`config.mk`:
```
export PLATFORM = sky130hd
export DESIGN_NAME = shift_pipe
export DESIGN_NICKNAME = d
export VERILOG_FILES = /design/src/rtl/shift_pipe_pkg.sv /design/src/rtl/shift_pipe_stage.sv /design/src/rtl/shift_pipe.sv
export SDC_FILE = /design/constraint.sdc
export NUM_CORES = 1
export LEC_CHECK = 0
export ABC_AREA = 1
export CAP_MARGIN = 20
export CORE_MARGIN = 4
export CORE_UTILIZATION = 40
export DETAILED_ROUTE_END_ITERATION = 8
export HOLD_SLACK_MARGIN = 0.1
export RECOVER_POWER = 50
export SYNTH_ARGS = -nofsm -noshare
export SYNTH_HDL_FRONTEND = slang
export SYNTH_SLANG_ARGS = --single-unit
```
`constraint.sdc`:
```
create_clock -name clk -period 1.85 [get_ports clk]
set_input_delay 0.37 -clock clk [delete_from_list [all_inputs] [get_ports clk]]
set_output_delay 0.37 -clock clk [all_outputs]
set_load 0.02 [all_outputs]
```
`src/rtl/shift_pipe_pkg.sv`:
```
// Shared op codes and carry helper for the pipelined shifter.
// The low two op codes keep the legacy 2-bit aluc encoding.
package shift_pkg;

   localparam logic [2:0] OP_SRA  = 3'b000;
   localparam logic [2:0] OP_SRL  = 3'b001;
   localparam logic [2:0] OP_SLL  = 3'b010;
   localparam logic [2:0] OP_SLL2 = 3'b011;
   localparam logic [2:0] OP_ROR  = 3'b100;
   localparam logic [2:0] OP_ROL  = 3'b101;

   // Last bit shifted out, taken from the unshifted operand; sized for the widest build.
   function automatic logic carry_out(input logic [63:0] a,
                                      input logic [6:0]  width,
                                      input logic [6:0]  n,
                                      input logic [2:0]  op);
      logic [5:0] lo_idx;
      logic [5:0] hi_idx;
      logic       c;
      lo_idx = 6'(n - 7'd1);
      hi_idx = 6'(width - n);
      c      = 1'b0;
      if (n == 7'd0) begin
         c = 1'b0;
      end else begin
         case (op)
            OP_SRA, OP_SRL, OP_ROR:  c = a[lo_idx];
            OP_SLL, OP_SLL2, OP_ROL: c = a[hi_idx];
            default:                 c = 1'b0;
         endcase
      end
      return c;
   endfunction

endpackage

```
`src/rtl/shift_pipe_stage.sv`:
```
// One registered mux level of the shifter: shifts or rotates by 2**STAGE_K
// when its shamt bit is set, and carries the operation's sideband along.
module shift_stage
   import shift_pkg::*;
#(
   parameter int WIDTH   = 32,
   parameter int TAG_W   = 4,
   parameter int STAGE_K = 0,
   parameter int SHAMT_W = $clog2(WIDTH)
) (
   input  logic               clk,
   input  logic               rst_n,
   input  logic               flush,
   input  logic               dn_en,
   input  logic               d_valid,
   input  logic [WIDTH-1:0]   d_data,
   input  logic [SHAMT_W-1:0] d_shamt,
   input  logic [2:0]         d_op,
   input  logic [TAG_W-1:0]   d_tag,
   input  logic               d_carry,
   output logic               q_valid,
   output logic [WIDTH-1:0]   q_data,
   output logic [SHAMT_W-1:0] q_shamt,
   output logic [2:0]         q_op,
   output logic [TAG_W-1:0]   q_tag,
   output logic               q_carry
);

   localparam int SH = 2 ** STAGE_K;

   logic               valid_r;
   logic [WIDTH-1:0]   data_r;
   logic [SHAMT_W-1:0] shamt_r;
   logic [2:0]         op_r;
   logic [TAG_W-1:0]   tag_r;
   logic               carry_r;
   logic [WIDTH-1:0]   level_s;
   logic               en_s;

   // Stage input is already shifted by the lower levels, so its MSB is the original sign.
   always_comb begin
      level_s = d_data;
      if (d_shamt[STAGE_K]) begin
         case (d_op)
            OP_SRA:          level_s = {{SH{d_data[WIDTH-1]}}, d_data[WIDTH-1:SH]};
            OP_SRL:          level_s = {{SH{1'b0}}, d_data[WIDTH-1:SH]};
            OP_SLL, OP_SLL2: level_s = {d_data[WIDTH-1-SH:0], {SH{1'b0}}};
            OP_ROR:          level_s = {d_data[SH-1:0], d_data[WIDTH-1:SH]};
            OP_ROL:          level_s = {d_data[WIDTH-1-SH:0], d_data[WIDTH-1:WIDTH-SH]};
            default:         level_s = d_data;
         endcase
      end else begin
         level_s = d_data;
      end
   end

   assign en_s = ~valid_r | dn_en;

   // Pipeline register; flush wins over a load, bubbles load with valid low.
   always_ff @(posedge clk or negedge rst_n) begin
      if (!rst_n) begin
         valid_r <= 1'b0;
         data_r  <= {WIDTH{1'b0}};
         shamt_r <= {SHAMT_W{1'b0}};
         op_r    <= 3'b000;
         tag_r   <= {TAG_W{1'b0}};
         carry_r <= 1'b0;
      end else if (flush) begin
         valid_r <= 1'b0;
      end else if (en_s) begin
         valid_r <= d_valid;
         data_r  <= level_s;
         shamt_r <= d_shamt;
         op_r    <= d_op;
         tag_r   <= d_tag;
         carry_r <= d_carry;
      end
   end

   assign q_valid = valid_r;
   assign q_data  = data_r;
   assign q_shamt = shamt_r;
   assign q_op    = op_r;
   assign q_tag   = tag_r;
   assign q_carry = carry_r;

endmodule

```
`src/rtl/shift_pipe.sv`:
```
// Pipelined barrel shifter/rotator: one registered mux level per shamt bit,
// valid/ready handshake with backpressure and synchronous flush.
module shift_pipe
   import shift_pkg::*;
#(
   parameter int WIDTH   = 32,
   parameter int SHAMT_W = $clog2(WIDTH),
   parameter int TAG_W   = 4
) (
   input  logic               clk,
   input  logic               rst_n,
   input  logic               flush,
   input  logic               in_valid,
   output logic               in_ready,
   input  logic [WIDTH-1:0]   in_a,
   input  logic [SHAMT_W-1:0] in_shamt,
   input  logic [2:0]         in_op,
   input  logic [TAG_W-1:0]   in_tag,
   output logic               out_valid,
   input  logic               out_ready,
   output logic [WIDTH-1:0]   out_data,
   output logic               out_carry,
   output logic               out_zero,
   output logic [TAG_W-1:0]   out_tag
);

   logic [SHAMT_W:0]   valid_s;
   logic [SHAMT_W:0]   carry_s;
   logic [SHAMT_W:0]   room_s;
   logic [WIDTH-1:0]   data_s  [SHAMT_W+1];
   logic [SHAMT_W-1:0] shamt_s [SHAMT_W+1];
   logic [2:0]         op_s    [SHAMT_W+1];
   logic [TAG_W-1:0]   tag_s   [SHAMT_W+1];
   logic               unused_s;

   assign valid_s[0] = in_valid;
   assign data_s[0]  = in_a;
   assign shamt_s[0] = in_shamt;
   assign op_s[0]    = in_op;
   assign tag_s[0]   = in_tag;
   assign carry_s[0] = carry_out(64'(in_a), 7'(WIDTH), 7'(in_shamt), in_op);

   // room_s[k] is the load enable of stage k: unrolled from en_k = !valid_k | en_(k+1)
   // so the ready chain is built from register outputs only.
   assign room_s[SHAMT_W] = out_ready;

   generate
      for (genvar k = 0; k < SHAMT_W; k++) begin : g_stage
         assign room_s[k] = out_ready | ~(&valid_s[SHAMT_W:k+1]);

         shift_stage #(
            .WIDTH   (WIDTH),
            .TAG_W   (TAG_W),
            .STAGE_K (k),
            .SHAMT_W (SHAMT_W)
         ) u_stage (
            .clk     (clk),
            .rst_n   (rst_n),
            .flush   (flush),
            .dn_en   (room_s[k+1]),
            .d_valid (valid_s[k]),
            .d_data  (data_s[k]),
            .d_shamt (shamt_s[k]),
            .d_op    (op_s[k]),
            .d_tag   (tag_s[k]),
            .d_carry (carry_s[k]),
            .q_valid (valid_s[k+1]),
            .q_data  (data_s[k+1]),
            .q_shamt (shamt_s[k+1]),
            .q_op    (op_s[k+1]),
            .q_tag   (tag_s[k+1]),
            .q_carry (carry_s[k+1])
         );
      end
   endgenerate

   // A flushed cycle still consumes (and drops) whatever is presented.
   assign in_ready  = room_s[0] | flush;
   assign out_valid = valid_s[SHAMT_W];
   assign out_data  = data_s[SHAMT_W];
   assign out_carry = carry_s[SHAMT_W];
   assign out_tag   = tag_s[SHAMT_W];
   assign out_zero  = (data_s[SHAMT_W] == {WIDTH{1'b0}});

   assign unused_s = ^{shamt_s[SHAMT_W], op_s[SHAMT_W]};

endmodule
```
# == Yosys cells after proc, flatten, opt, wreduce, memory -nomap -nowiden ==
# Cells that the tools add are included.
# totals
wordCells,132
input_bits,49
out_inout_bits,40
ff_bits,222
# classes
order_cmp,2
n_eq_ne,25
reduce_logical,29
bitwise,20
addsub,2
muxes,26
# ops
op,n
$pmux W32 S5,4
$mux W32,5
$pmux W32 S4,1
$logic_not A32 Y1,1
$eq A3 B2 Y1 const B,10
$eq A3 B3 Y1 const B,10
$eq A3 B1 Y1 const B,5
$logic_not A3 Y1,5
$lt A6 B7 Y1 const B,2
$mux W1,13
$bmux W1 S6,2
$reduce_and A2 Y1,6
$reduce_or A2 Y1,6
$not A1 Y1,10
$or A1 B1 Y1,10
$reduce_bool A2 Y1,5
$reduce_or A3 Y1,2
$sub A5 B1 Y6 const B,1
$sub A6 B5 Y6 const A,1
$logic_not A5 Y1,1
$reduce_and A5 Y1,1
$reduce_and A4 Y1,1
$reduce_and A3 Y1,1
$pmux W1 S2,1

# == Depth between registers and ports, before layout ==
# Gate-level depths: netlist of run 1.
# depth
depth_word,6
ltp_mapped,14
depth_no_buf,11

# == Hierarchy ==
# Synthesis of run 1 repeated with hierarchy kept, for this count alone.
# hier_totals
hier_cells,2277
area_unflattened_um2,14432.6
# by_module_without_submodules
mod,n_inst,seq_area_each_um2,cells_per_inst,area_each_um2
shift_stage at g_stage[1].u_stage,1,1151.1,441,2756.4
shift_stage at g_stage[0].u_stage,1,1151.1,445,2752.6
shift_stage at g_stage[2].u_stage,1,1151.1,431,2732.6
shift_stage at g_stage[3].u_stage,1,1151.1,411,2678.8
shift_stage at g_stage[4].u_stage,1,1151.1,342,2509.9
shift_pipe,1,0.0,207,1002.2

# == Worst setup path before layout of run 1 ==
# No wires, ideal clock.
# synth_timing
kind,input-to-reg
startpoint,input in_shamt[0]
endpoint,register g_stage[0].u_stage.carry_r
t_arrival_ns,1.714
path_slack_ns,0.020
n_path_buf,3
stages,14
required_ns,1.734
setup_time_ns,0.116
cell_sequence,inv_2 buf_2 ha_1 buf_2 inv_1 buf_4 o211ai_1 nand3_1 nand3_1 nand3_1 nand3_1 nand2_1 nand2_1 nand2_1
# synth_via
elab_chain_len,5
elab_cells_between_ends,9
cone_classes,add/sub (2); mux (6); reduce/logical (1)
# synth_lines
item,line_no,rtl
"start, declared",shift_pipe.sv:16,"input logic [SHAMT_W-1:0] in_shamt,"
$sub A6 B5 Y6 or $sub A5 B1 Y6 (tied branches),"shift_pipe_pkg.sv:21, shift_pipe_pkg.sv:20",
$bmux W1 S6 (on tied branches),"shift_pipe_pkg.sv:28, shift_pipe_pkg.sv:27",
$mux W1 (on tied branches),"shift_pipe_pkg.sv:28, shift_pipe_pkg.sv:27",
$pmux W1 S2,shift_pipe_pkg.sv:26,case (op)
$mux W1 (*),shift_pipe_pkg.sv:23,if (n == 7'd0) begin
"end signal, assigned",shift_pipe_stage.sv:76,carry_r <= d_carry;
"end, declared",shift_pipe_stage.sv:36,logic carry_r;
# Every way passes the cells marked *; elsewhere a longest branch is shown, timed or not. The select of a mux whose other input is x is not followed.
# A chain may end at the register's enable or synchronous reset.

# == Final worst setup path of run 1 ==
# layout_timing
startpoint,register g_stage[4].u_stage.data_r[1]
endpoint,output out_zero
# layout_via
elab_chain_len,1
# layout_lines
item,line_no,rtl
"start, declared",shift_pipe_stage.sv:32,logic [WIDTH-1:0] data_r;
"start signal, assigned",shift_pipe_stage.sv:63,data_r <= {WIDTH{1'b0}};
"start signal, assigned",shift_pipe_stage.sv:72,data_r <= level_s;
$logic_not A32 Y1,shift_pipe.sv:83,assign out_zero = (data_s[SHAMT_W] == {WIDTH{1'b0}});
"end, declared",shift_pipe.sv:23,"output logic out_zero,"
# No other way between the ends.

==> reports/metrics.yaml, run 1 <==
wl_per_cell_um: 17.1
n_antenna_cell: 0
crit_path_max_fanout: 2
dr.pass1.iters: 5
skew_ns: 0.0187
end_kind: "output pin"
violations: "setup timing"
htree_num_levels: 1
avgSynthCellArea_um2: 8.40
syn_inst: 1426
hp-class: "input pin to register"
powerDensity_mw_per_mm2: 1010
yosysTopAreaCell: "dfrtp_1"
layout_setup_ws_ns: -0.222
synth_ff_type: "dfrtp_1"
core_mm2: 0.0296
nets: 1607
synth_edf_count: 0
synth_area_mm2: 0.0120
final-max-slew-violation-count: 0
min_period_over_period: 1.12
cts_buffer_depth: 3
worstSetupPathType: "register to output pin"
yosysSeqAreaShare: 0.443
root_buffer: "clkbuf_16"
synth_common_cells: "nand2_1, dfrtp_1, inv_1, o21ai_0, a21oi_1"
grt_pass1_wl_mm: 55.1
p_leak_nw: 6.65
post-route-drc-count: 0
drt_wl_total_mm: 33.6
clk_pin_slew_worst_paths_ns: 0.06
grt_max_degree: 79
async_reset_ff_frac: 1.00
critical_path.startpoint_type: "register"
fmax_mhz: 483
rsz0062_at_grt: "yes"
cp.required_ns: 1.48
num_vias: 10600
num_rows: 63
fp.dieArea_mm2: 0.0328
drive_gt1_frac: 0.167
post-route-util: 0.496
worst_slew_pin_slew_ns: 1.31
peakVddDrop_uv: 591
die_h_um: 181
fillers: 2861
finalHoldViolations: 0
portBuffers: 88
hold_ws_ns: 0.395
slew_headroom: 0.123
cts_tree: "yes"
antenna_left: 0
clock_latency_ns: 0.53
overflow: 0
status: "complete, but fails checks"
p_total_mw: 14.8
synth_area_leaders: "dfrtp_1, nand2_1, o21ai_0"
setup_viol: 9
via_per_inst: 5.42
track_usage: 0.200
drtIter0Drc: 712
cap_violations: 0
post-dp-hpwl_mm: 24.9
grt_pass1_vias: 10300
synth_warnings: 0
synth.distinct_cells: 41
crit_arrival_ns: 1.70
syn_to_final_growth_pct: 22.4
synth-seq-cells: 212
antenna_found_initial: 0
start_util: 0.405
die_x_um: 181
min_period_ns: 2.07
yosysMostFrequentCell: "nand2_1"
synth_top_area_frac: 0.443
synth_fp_nets: 1477
cts_sinks: 212
num_io_pins: 89
numCtsBuffers: 24
gp_congestion: 0.847
## power breakdown
group	leakage [nW]	switching (mW)	internal [mW]
Combinational	3.67	2.56	1.72
Clock	0.366	1.89	2.61
Sequential	2.61	0.542	5.47
Total	6.65	5.00	9.80
## kinds of logic (layout without fill, tap and decap cells)
| group | count (synthesis) | in the layout | share of synthesized area |
|---|---|---|---|
| xor gates and xnor gates | 3 | 3 | 0.00345 |
| adders and majority gates | 2 | 2 | 0.00209 |
| AOI/OAI and AO/OA | 526 | 526 | 0.295 |
| and+or+nand+nor | 376 | 376 | 0.135 |
| buffers and inverters | 307 | 453 | 0.122 |
| DFF | 212 | 212 | 0.443 |
## final cells by class
| cell class | count | area, um^2 | share of cell area |
|---|---|---|---|
| Tap cell | 390 | 488 | 0.0333 |
| Clock buffer | 32 | 651 | 0.0443 |
| Timing Repair Buffer | 235 | 2230 | 0.152 |
| Multi-Input combinational cell | 907 | 5240 | 0.357 |
| Clock inverter | 10 | 88.8 | 0.00605 |
| Inverter | 176 | 669 | 0.0456 |
| Sequential cell | 212 | 5310 | 0.362 |
## timing repair
item | in CTS | in global routing
pin swaps | 3 | 2
gates resized for setup | 52 | 5
endpoints found under the setup margin | 40 | 3
buffers inserted | 4 | 2
hold buffers | 1 | 0
hold endpoints to repair | 138 | 0
## path summary, 6_finish.rpt
kind / slack [ns] / cells after the start / to / start
worst max-delay path: -0.22 / 5 / out_zero / g_stage[4].u_stage.q_data[1]
worst min-delay path: 0.39 / 3 / g_stage[0].u_stage.q_valid / in_valid
worst max register to register: -0.08 / 10 / g_stage[1].u_stage.q_data[24] / g_stage[4].u_stage.q_valid
worst min register to register: 0.47 / 2 / g_stage[3].u_stage.q_tag[3] / g_stage[3].u_stage.q_tag[3]
max in group asynchronous: 0.12 / 3 / g_stage[1].u_stage.q_data[12] / rst_n
min in group asynchronous: 0.69 / 2 / g_stage[2].u_stage.q_tag[1] / rst_n
## flip-flops by register name, summed over array words and instances (netlist names)
name / flops
g_stage.u_stage.q_data: 160
g_stage.u_stage.q_tag: 20
g_stage.u_stage.q_op: 12
g_stage.u_stage.q_shamt: 10
g_stage.u_stage.q_carry: 5
g_stage.u_stage.q_valid: 5
## worst max-delay path: stages (launching register included)
cell     delay (ns)
dfrtp_1        0.38
nor4_1         0.29
buf_4          0.17
nand4_1        0.08
nor2_1         0.11
buf_4          0.15
## layer usage
layer	track usage	part of all wire	wire (um)	vias to the layer above
met2	0.345	0.48	16300	282
met1	0.273	0.45	15100	5058
li1	-	-	-	5234
met5	0	0	0	-
met4	0.0375	0.019	626	0
met3	0.0254	0.048	1620	51
## layout by cell type, fill, tap and decap left out, types with 2 or more instances in the layout
master           netlist  layout
a21oi_1               77      77
clkbuf_4               0       2
clkdlybuf4s50_1        0      47
nand2_1              255     256
dfrtp_1              212     212
clkbuf_16              0      24
nor3_1                 4       4
nand2_2                9       8
a211oi_1               3       3
clkinvlp_4             0       2
inv_1                165     164
o21ai_0              158     158
nor4_1                 8       6
clkinv_2               0       7
clkbuf_1              37      11
nor4_2                 0       2
o211ai_2              37      37
dlygate4sd2_1          0      38
buf_12                 0      25
a31oi_1               16      16
nand2_4                4       4
clkbuf_2               1       2
nand3_1               62      61
o221ai_2              12      12
nand4_1                2       2
o22ai_1               42      42
inv_2                  8       8
inv_4                  2       2
o221ai_1              60      60
buf_6                 12       2
o21ai_1               52      52
o211ai_1              65      65
clkbuf_8               0       2
buf_4                 43     112
nor2_1                26      29
## stage by stage
stage / setup TNS [ns] / cells / cell area, um^2 / setup WS [ns]
after detailed placement: -22.42 / 1912 / 13900 / -0.495
after floorplan: 0 / 1426 / 12000 / 0.0197
after CTS: -0.284 / 1959 / 14700 / -0.255
after global placement: -18.78 / 1912 / 13900 / -0.440
after global routing: -19.26 / 1962 / 14700 / -0.319
final: -0.454 / 1962 / 14700 / -0.222
No activity file was read; power rests on OpenSTA's default activity.
==> run 2, diff against run 1 <==
SLEW_MARGIN = 10   (was default)
==> run 2 against run 1 <==
- largest cell class unchanged
- non-clock buffer count is the same
- sequential share of layout area did not move
- register-to-register slack barely moved
- sequential power is essentially flat
- critical path depth is the same
- critical path type unchanged
- fmax up 0.12%
- the flow still finishes with violations (setup timing)
- clock-buffer cell count unchanged
- first-iteration DRC count grew 2.0%
==> reports/metrics.yaml, run 2 (synthesized netlist as in run 1, its figures left out) <==
status: "complete, but fails checks"
violations: "setup timing"
fin_cells: 1962
worst_slew_pin_slew_ns: 1.31
min_period_ns: 2.07
cts_buffer_depth: 3
portBuffers: 88
min_from: "in_valid"
die_x_um: 181
setup_viol: 7
grt_pass1_wl_mm: 55.1
layout_common_cells: "nand2_1, dfrtp_1, inv_1"
cap_violations: 0
wl_per_cell_um: 17.1
antenna_found_initial: 0
crit_path_max_fanout: 2
min_period_over_period: 1.12
worstSetupPathType: "register to output pin"
drive_gt1_frac: 0.167
power.share.clock: 0.304
slew_headroom: 0.123
p_switching_mw: 5.00
peakVddDrop_uv: 593
p_int_mw: 9.80
endpoint: "out_zero"
cp.required_ns: 1.48
nets: 1607
gp_congestion: 0.847
reg2reg_depth: 10
drt_wl_total_mm: 33.6
hold_ws_ns: 0.394
rsz0062_at_grt: "yes"
end_kind: "output pin"
post-route-util: 0.496
design_area_mm2: 0.0147
dr.pass1.iters: 6
die_h_um: 181
overflow: 0
num_rows: 63
startpoint: "g_stage[4].u_stage.q_data[1]"
p_seq_frac: 0.407
post-route-drc-count: 0
via_per_inst: 5.41
fmax_mhz: 483
clock_latency_ns: 0.53
crit_arrival_ns: 1.70
grt_pass1_vias: 10300
final-max-slew-violation-count: 0
core_mm2: 0.0296
p_sw_frac: 0.338
layout_setup_ws_ns: -0.220
finalHoldViolations: 0
largest_reg_flops: 160
r2r_setup_slack_ns: -0.07
syn_to_final_growth_pct: 22.4
start_util: 0.405
placed_cells: 1912
root_buffer: "clkbuf_16"
worst_r2r_startpoint: "g_stage[4].u_stage.q_valid"
place_area_mm2: 0.0139
hp-class: "input pin to register"
antenna_left: 0
numCtsBuffers: 24
skew_ns: 0.0182
cts_sinks: 212
drtIter0Drc: 726
post-dp-hpwl_mm: 24.9
num_vias: 10600
grt_max_degree: 79
clk_pin_slew_worst_paths_ns: 0.06
regToRegEndpoint: "g_stage[1].u_stage.q_data[24]"
p_total_mw: 14.8
final_common_cell: "nand2_1"
n_antenna_cell: 0
p_leak_nw: 6.65
htree_num_levels: 1
critical_path.startpoint_type: "register"
fp.dieArea_mm2: 0.0328
num_io_pins: 89
track_usage: 0.200
powerDensity_mw_per_mm2: 1010
comb_power_share: 0.289
cts_tree: "yes"
run 2: cell counts in the layout (fill, tap and decap cells not counted):
No cell type changed its count.
run 2: routing by layer:
layer  wire length [um]  vias to the layer above  part of all wire  global-route usage
met5                  0                        -                 0                   0
met3               1530                       49             0.046              0.0254
met1              15100                     5043              0.45               0.273
li1                   -                     5235                 -                   -
met4                625                        0             0.019              0.0375
met2              16300                      287              0.49               0.345
run 2: repair_timing:
item,in CTS,in global routing
endpoints found under the hold margin,138,0
setup endpoints to repair,40,3
resized for setup,52,5
hold buffers,1,0
setup buffers,4,2
pin swaps,3,2
run 2: metrics by stage:
stage,setup TNS [ns],setup slack (ns)
after floorplan,0,0.0197
after global placement,-18.78,-0.440
after detailed placement,-22.42,-0.495
after CTS,-0.284,-0.255
after global routing,-19.26,-0.319
final,-0.438,-0.220
run 2: worst min path at each step:
| stage | to | slack [ns] | depth (start not counted) |
|---|---|---|---|
| final | g_stage[0].u_stage.q_valid | 0.39 | 3 |
| after global routing | g_stage[0].u_stage.q_tag[3] | 0.40 | 3 |
| after CTS | g_stage[2].u_stage.q_tag[1] | 0.29 | 2 |
| after detailed placement | g_stage[2].u_stage.q_tag[1] | 0.27 | 1 |
| after global placement | g_stage[3].u_stage.q_tag[1] | 0.27 | 1 |
| after floorplan | g_stage[0].u_stage.q_carry | 0.07 | 0 |
run 2: layout make-up:
cell class / count / area [um^2]
Clock inverter: 10 / 88.8
Timing Repair Buffer: 235 / 2230
Tap cell: 390 / 488
Multi-Input combinational cell: 907 / 5240
Sequential cell: 212 / 5310
Fill cell: 2861 / 14900
Clock buffer: 32 / 651
Inverter: 176 / 669
run 2: worst max-delay path: stages (launching register included):
cell and delay (ns):
dfrtp_1 0.38, nor4_1 0.29, buf_4 0.17, nand4_1 0.08, nor2_1 0.11, buf_4 0.15
run 2: power groups by stage:
| stage | logic (mW) | clock network, mW | registers, mW |
|---|---|---|---|
| 2_1_floorplan | 2.79 | 0 | 5.97 |
| 3_3_place_gp | 4.36 | 0 | 6.05 |
| 3_5_place_dp | 4.40 | 0 | 6.08 |
| 4_1_cts | 4.29 | 4.60 | 6.01 |
| 5_1_grt | 4.73 | 4.80 | 6.11 |
| 6_report | 4.28 | 4.50 | 6.02 |
